## src/rtl/order_content_pkg.sv

```systemverilog
// Shared constants and FSM encoding for the order-content read engine.
package order_content_pkg;
  localparam int ENTRY_WIDTH     = 976;
  localparam int ADDR_WIDTH      = 12;
  localparam int BEATS_PER_ENTRY = 4;
  localparam logic [31:0] LAST_BEAT_TKEEP = 32'h03FF_FFFF;

  typedef enum logic [1:0] {S_IDLE, S_REQ, S_WAIT, S_SEND} state_t;
endpackage

```

## src/rtl/order_content_beat_mux.sv

```systemverilog
// Beat selection for one captured entry: data slice, tkeep, tlast and first-beat tuser.
module order_content_beat_mux import order_content_pkg::*; #(
  parameter int DW = 256,
  parameter int UW = 128
) (
  input  logic                   i_vld,
  input  logic [ENTRY_WIDTH-1:0] i_entry,
  input  logic [1:0]             i_beat,
  input  logic [UW-1:0]          i_tuser,
  output logic [DW-1:0]          o_tdata,
  output logic [DW/8-1:0]        o_tkeep,
  output logic                   o_tlast,
  output logic [UW-1:0]          o_tuser
);
  localparam int PAD_W = BEATS_PER_ENTRY*DW - ENTRY_WIDTH;

  logic [BEATS_PER_ENTRY*DW-1:0] w_pad;
  logic                          w_last;

  // Zero-extend so the short final beat carries zeros above the entry.
  assign w_pad  = {{PAD_W{1'b0}}, i_entry};
  assign w_last = (i_beat == 2'(BEATS_PER_ENTRY-1));

  assign o_tdata = i_vld ? w_pad[int'(i_beat)*DW +: DW] : '0;
  assign o_tkeep = !i_vld ? '0 : (w_last ? LAST_BEAT_TKEEP : '1);
  assign o_tlast = i_vld && w_last;
  assign o_tuser = (i_vld && i_beat == 2'd0) ? i_tuser : '0;
endmodule

```

## src/rtl/order_content_reader.sv

```systemverilog
// Arbitrated read of one order-content RAM entry, streamed as a 4-beat AXI4-Stream packet.
// Optional counters stat_served/stat_stall exist when ORDER_READER_STATS_EN is defined.
module order_content_reader import order_content_pkg::*; #(
  parameter int C_M_AXIS_DATA_WIDTH  = 256,
  parameter int C_M_AXIS_TUSER_WIDTH = 128
) (
  input  logic                            axis_aclk,
  input  logic                            axis_resetn,
  input  logic                            req_valid,
  output logic                            req_ready,
  input  logic [ADDR_WIDTH-1:0]           req_addr,
  input  logic [C_M_AXIS_TUSER_WIDTH-1:0] req_tuser,
  output logic                            ram_rd_req,
  input  logic                            ram_rd_gnt,
  output logic [ADDR_WIDTH-1:0]           ram_addr,
  input  logic [ENTRY_WIDTH-1:0]          ram_dout,
  output logic [C_M_AXIS_DATA_WIDTH-1:0]  m_axis_tdata,
  output logic [C_M_AXIS_DATA_WIDTH/8-1:0] m_axis_tkeep,
  output logic [C_M_AXIS_TUSER_WIDTH-1:0] m_axis_tuser,
  output logic                            m_axis_tvalid,
  input  logic                            m_axis_tready,
  output logic                            m_axis_tlast
`ifdef ORDER_READER_STATS_EN
  ,
  output logic [31:0]                     stat_served,
  output logic [31:0]                     stat_stall
`endif
);
  state_t                          r_state, w_next;
  logic [ADDR_WIDTH-1:0]           r_addr;
  logic [C_M_AXIS_TUSER_WIDTH-1:0] r_tuser;
  logic [ENTRY_WIDTH-1:0]          r_entry;
  logic [1:0]                      r_beat;
  logic                            w_last;
  logic                            w_hs;

  assign w_last = (r_beat == 2'(BEATS_PER_ENTRY-1));
  assign w_hs   = m_axis_tvalid && m_axis_tready;

  always_ff @(posedge axis_aclk or negedge axis_resetn) begin
    if (!axis_resetn) begin
      r_state <= S_IDLE;
      r_addr  <= '0;
      r_tuser <= '0;
      r_entry <= '0;
      r_beat  <= '0;
    end else begin
      r_state <= w_next;
      case (r_state)
        S_IDLE: if (req_valid) begin
          r_addr  <= req_addr;
          r_tuser <= req_tuser;
        end
        // RAM data is only trusted in the cycle after the granted address.
        S_WAIT: begin
          r_entry <= ram_dout;
          r_beat  <= '0;
        end
        S_SEND: if (m_axis_tready) r_beat <= r_beat + 2'd1;
        default: ;
      endcase
    end
  end

  always_comb begin
    w_next = r_state;
    case (r_state)
      S_IDLE:  if (req_valid) w_next = S_REQ;
      S_REQ:   if (ram_rd_gnt) w_next = S_WAIT;
      S_WAIT:  w_next = S_SEND;
      S_SEND:  if (m_axis_tready && w_last) w_next = S_IDLE;
      default: w_next = S_IDLE;
    endcase
  end

  // Ready is masked by reset so it reads 0 for the whole reset pulse.
  assign req_ready     = (r_state == S_IDLE) && axis_resetn;
  assign ram_rd_req    = (r_state == S_REQ);
  assign ram_addr      = r_addr;
  assign m_axis_tvalid = (r_state == S_SEND);

  order_content_beat_mux #(
    .DW (C_M_AXIS_DATA_WIDTH),
    .UW (C_M_AXIS_TUSER_WIDTH)
  ) u_mux (
    .i_vld   (m_axis_tvalid),
    .i_entry (r_entry),
    .i_beat  (r_beat),
    .i_tuser (r_tuser),
    .o_tdata (m_axis_tdata),
    .o_tkeep (m_axis_tkeep),
    .o_tlast (m_axis_tlast),
    .o_tuser (m_axis_tuser)
  );

`ifdef ORDER_READER_STATS_EN
  logic [31:0] r_stat_served, r_stat_stall;

  always_ff @(posedge axis_aclk or negedge axis_resetn) begin
    if (!axis_resetn) begin
      r_stat_served <= '0;
      r_stat_stall  <= '0;
    end else begin
      if (w_hs && w_last) r_stat_served <= r_stat_served + 32'd1;
      if ((m_axis_tvalid && !m_axis_tready) || (ram_rd_req && !ram_rd_gnt))
        r_stat_stall <= r_stat_stall + 32'd1;
    end
  end

  assign stat_served = r_stat_served;
  assign stat_stall  = r_stat_stall;
`else
  logic w_unused;
  assign w_unused = w_hs;
`endif
endmodule
```

## config.mk

```make
export PLATFORM = sky130hd
export DESIGN_NAME = order_content_reader
export DESIGN_NICKNAME = d
export VERILOG_FILES = /design/src/rtl/order_content_pkg.sv /design/src/rtl/order_content_beat_mux.sv /design/src/rtl/order_content_reader.sv
export SDC_FILE = /design/constraint.sdc
export NUM_CORES = 2
export LEC_CHECK = 0
export ABC_AREA = 0
export BUFFER_PORTS_ARGS = -buffer_cell sky130_fd_sc_hd__buf_2
export CORE_AREA = 10 10 590 592
export CTS_CLUSTER_DIAMETER = 200
export DETAILED_ROUTE_END_ITERATION = 8
export DIE_AREA = 0 0 600 602
export PLACE_DENSITY = 0.33
export RECOVER_POWER = 100
export SETUP_SLACK_MARGIN = 0.1
export SYNTH_ARGS = -nofsm -noshare
export SYNTH_HDL_FRONTEND = slang
export SYNTH_HIERARCHICAL = 1
export SYNTH_SLANG_ARGS = --single-unit
```

## constraint.sdc

```tcl
create_clock -name axis_aclk -period 6.53 [get_ports axis_aclk]
set_clock_uncertainty 0.1 [all_clocks]
set_input_delay 1.306 -clock axis_aclk [delete_from_list [all_inputs] [get_ports axis_aclk]]
set_output_delay 1.306 -clock axis_aclk [all_outputs]
set_load 0.03 [all_outputs]
```

==> summary.md <==
| Metric | Value |
|---|---|
| Drt first-iter violations | ~2,200 |
| Leak | between 20 and 30 nW |
| Complex-gate fraction of the synthesized area | 0.0300 |
| Vias per Instance | 3.83 |
| Area of the multi-input gates | a little over 0.02 mm2 |
| Fraction of layout cells with a size suffix above 1 | 0.424 |
| Area occupied by registers | about 0.028 mm2 |
| Worst slew pin tran | 3890 ps |
| Cell family with the largest share of critical-path delay | simple AND/OR/NAND/NOR gates |
| CP bufs+invs | 2 |
| Crit end category | output port |
| Fin util | 0.201 |
| Mapped cell area | 0.0525 mm2 |
| NumNets Final | roughly 6,100 |
| Number of global-route vias before repair | about 39,000 |
| Distinct cells, synth | 27 |
| CP Launch Type | register |
| List of cells traversed by the critical path | nand2b_2, buf_4, o22ai_1, clkbuf_1 |
| Routability Congestion | between 0.8 and 0.9 |
| Via count | approximately 37,000 |
| Avg WL per Cell | a little under 30 um |
| # rows | between 200 and 250 |
| Worst min path class | in2async |
| Mapped Avg Cell Area | roughly 15 um2 |
| Grt total ovfl | 0 |
| WP data arrival | 4230 ps |
| Synthesized Nets | roughly 4,600 |
| Iteration count of the initial detailed-routing pass | 5 |
| Post_cts resized | 0 |
| Status | complete, but fails checks |
| Io pins | between 1,500 and 2,000 |
| Area grow syn2layout | 28.6% |
| Core Region | 0.336 mm2 |
| Simple-gate share of the synthesized area | 0.0289 |
| Syn Inst Count | roughly 3,500 |
| Hold Fails Final Rpt | 0 |
| GRT Overall Usage | 0.146 |
| Num CTS Buffers | 159 |
| Pin count of the biggest net entering global routing | 160 |
| Achievable Freq | roughly 180 MHz |
| Post-synthesis sequential area ratio | 0.534 |
| Clock Pin Slew Worst Setup and Hold Paths | 60 ps |
| CP Max Fanout | 44 |
| Power Density | between 500 and 600 mW/mm2 |
| Fill count | around 37,000 |
| Port buffer count | 1,552 |
| Main combinational cell family by area after synthesis | multiplexers |
| Worst skew pair latency | 830 ps |
| Max VDD drop | between 0.0002 and 0.0003 V |
| CTS root buf | clkbuf_16 |
| Kind of critical path | reg2out |
| Drt drc | 0 |
| Initial Util | 0.156 |
| First-pass GRT wire length | about 370 mm |
| Most frequent cells in the layout | 1,235 x buf_2, 1,118 x dfrtp_1, 617 x mux2_2, 486 x mux2_1, 465 x mux2i_1 |
| Clock H-tree levels | 4 |
| Final min period | about 5600 ps |
| Max_slew headroom | -1.60 |
| Crit path required time | 5120 ps |
| Sink Count | roughly 1,100 |
| Initial antenna violation count | ~380 |
| Tcrit/Tclk final | 0.863 |
| Max-Cap Viols | 23 |
| Slowest stage cell, crit path | nand2b_2 |
| Post-Synth XOR/XNOR Area | 0.000167 |
| CTS Hold Bufs | 0 |
| Clock Path Buffers | 4 |
| Remaining antenna violation count | 0 |
| Total die area | 0.361 mm2 |
| Synth Area in Adders | 0.00143 |
| Final max-slew violation count | between 1,500 and 2,000 |
| CP max stage delay | ~1100 ps |
| Commonest non-fill, non-tap cell in the layout | buf_2 |
| Post-CTS Setup Inserts | 0 |
| Final setup viols | 0 |
| TritonCTS clock tree | built |
| Die Width | 600 um |
| Unrepaired setup endpoints after global routing | no |
| Die Height | between 600 and 700 um |
| Violated checks | capacitance limit, slew limit |
| FF+latch count, synth | 1,120 |
| Worst Hold Margin | approximately 350 ps |
| Detailed placement HPWL | ~220 mm |
| Drt total wl | between 200 and 300 mm |
| Multiplexer area fraction after synthesis | 0.364 |
| Syn. warnings | 6 |
| Setup TNS | 0 ps |
## path summary, 6_finish.rpt
check | from | endpoint | slack, ps | cells past startpoint
max in group asynchronous | axis_resetn | r_beat[1]$_DFFE_PN0P_ | 1360 | 2
setup reg to reg | r_state[0]$_DFFE_PN0P_ | r_entry[58]$_DFFE_PN0P_ | 1510 | 4
min in group axis_aclk | r_entry[633]$_DFFE_PN0P_ | r_entry[633]$_DFFE_PN0P_ | 380 | 1
hold / removal | axis_resetn | r_tuser[98]$_DFFE_PN0P_ | 350 | 1
hold reg to reg | r_entry[633]$_DFFE_PN0P_ | r_entry[633]$_DFFE_PN0P_ | 380 | 1
setup / recovery | r_beat[1]$_DFFE_PN0P_ | m_axis_tdata[149] | 900 | 4
## layout make-up
| class | count | area share |
|---|---|---|
| repair buffers | 1602 | 0.117 |
| clock inverters | 39 | 0.00785 |
| multi-input cells | 2083 | 0.304 |
| inverters | 4 | 0.000223 |
| clock buffers | 241 | 0.0706 |
| well taps | 4407 | 0.0818 |
| flip-flops and latches | 1120 | 0.416 |
| diodes | 85 | 0.00315 |
## layer usage
metal / vias up / global-route usage / routed length (um)
met4: 120 / 0.0390 / 11000
li1: 15717 / - / -
met3: 848 / 0.0442 / 20400
met5: - / 0 / 791
met1: 18380 / 0.159 / 101000
met2: 1642 / 0.274 / 145000
## logic make-up after synthesis
group	after synthesis
buffers and inverters	292
adder cells (fa/ha/maj)	6
XOR/XNOR	1
multiplexers	1583
AND/OR/NAND/NOR	233
AO/OA/AOI/OAI	260
flip-flops	1120
## synth_stat cells
cell type,count,area share
mux2_2,617,0.13
buf_4,114,0.016
nor3b_1,1,0.00014
and2_1,177,0.021
o22ai_1,208,0.025
ha_1,6,0.0014
buf_6,69,0.015
a21boi_1,1,0.00014
mux2_4,500,0.14
dfrtp_1,1120,0.53
buf_2,64,0.0061
xor2_1,1,0.00017
mux2i_1,465,0.089
nand2b_4,1,0.00026
a222oi_1,1,0.00019
nand3b_1,48,0.0069
a22o_1,2,0.00033
clkbuf_1,31,0.0022
buf_1,4,0.00029
nor2_1,2,0.00014
o21ai_1,48,0.0046
nand2_1,2,0.00014
nand2_2,1,0.00012
clkbuf_4,6,0.00086
and3_1,1,0.00012
inv_1,4,0.00029
mux2_1,1,0.00021
## registers in the layout, summed over array words and instances (netlist names)
signal and flops:
r_entry 976, r_tuser 128, ram_addr 12, r_beat 2
r_state 2
## metrics by stage
stage,power [mW],cells,worst slack [ps],area (um2)
after floorplan,25.5,3495,2380,52500
after global placement,31.2,9216,2060,64400
after detailed placement,31.3,9216,2130,64400
after CTS,40.6,9496,1120,69700
after global routing,39.8,9548,569,67400
final,37.5,9581,897,67400
## where the power goes
group	internal (mW)	total [mW]	switching [mW]
Combinational	6.45	15.1	8.61
Clock	5.32	8.92	3.60
Sequential	10.6	13.5	2.89
No activity file was read; power rests on OpenSTA's default activity.
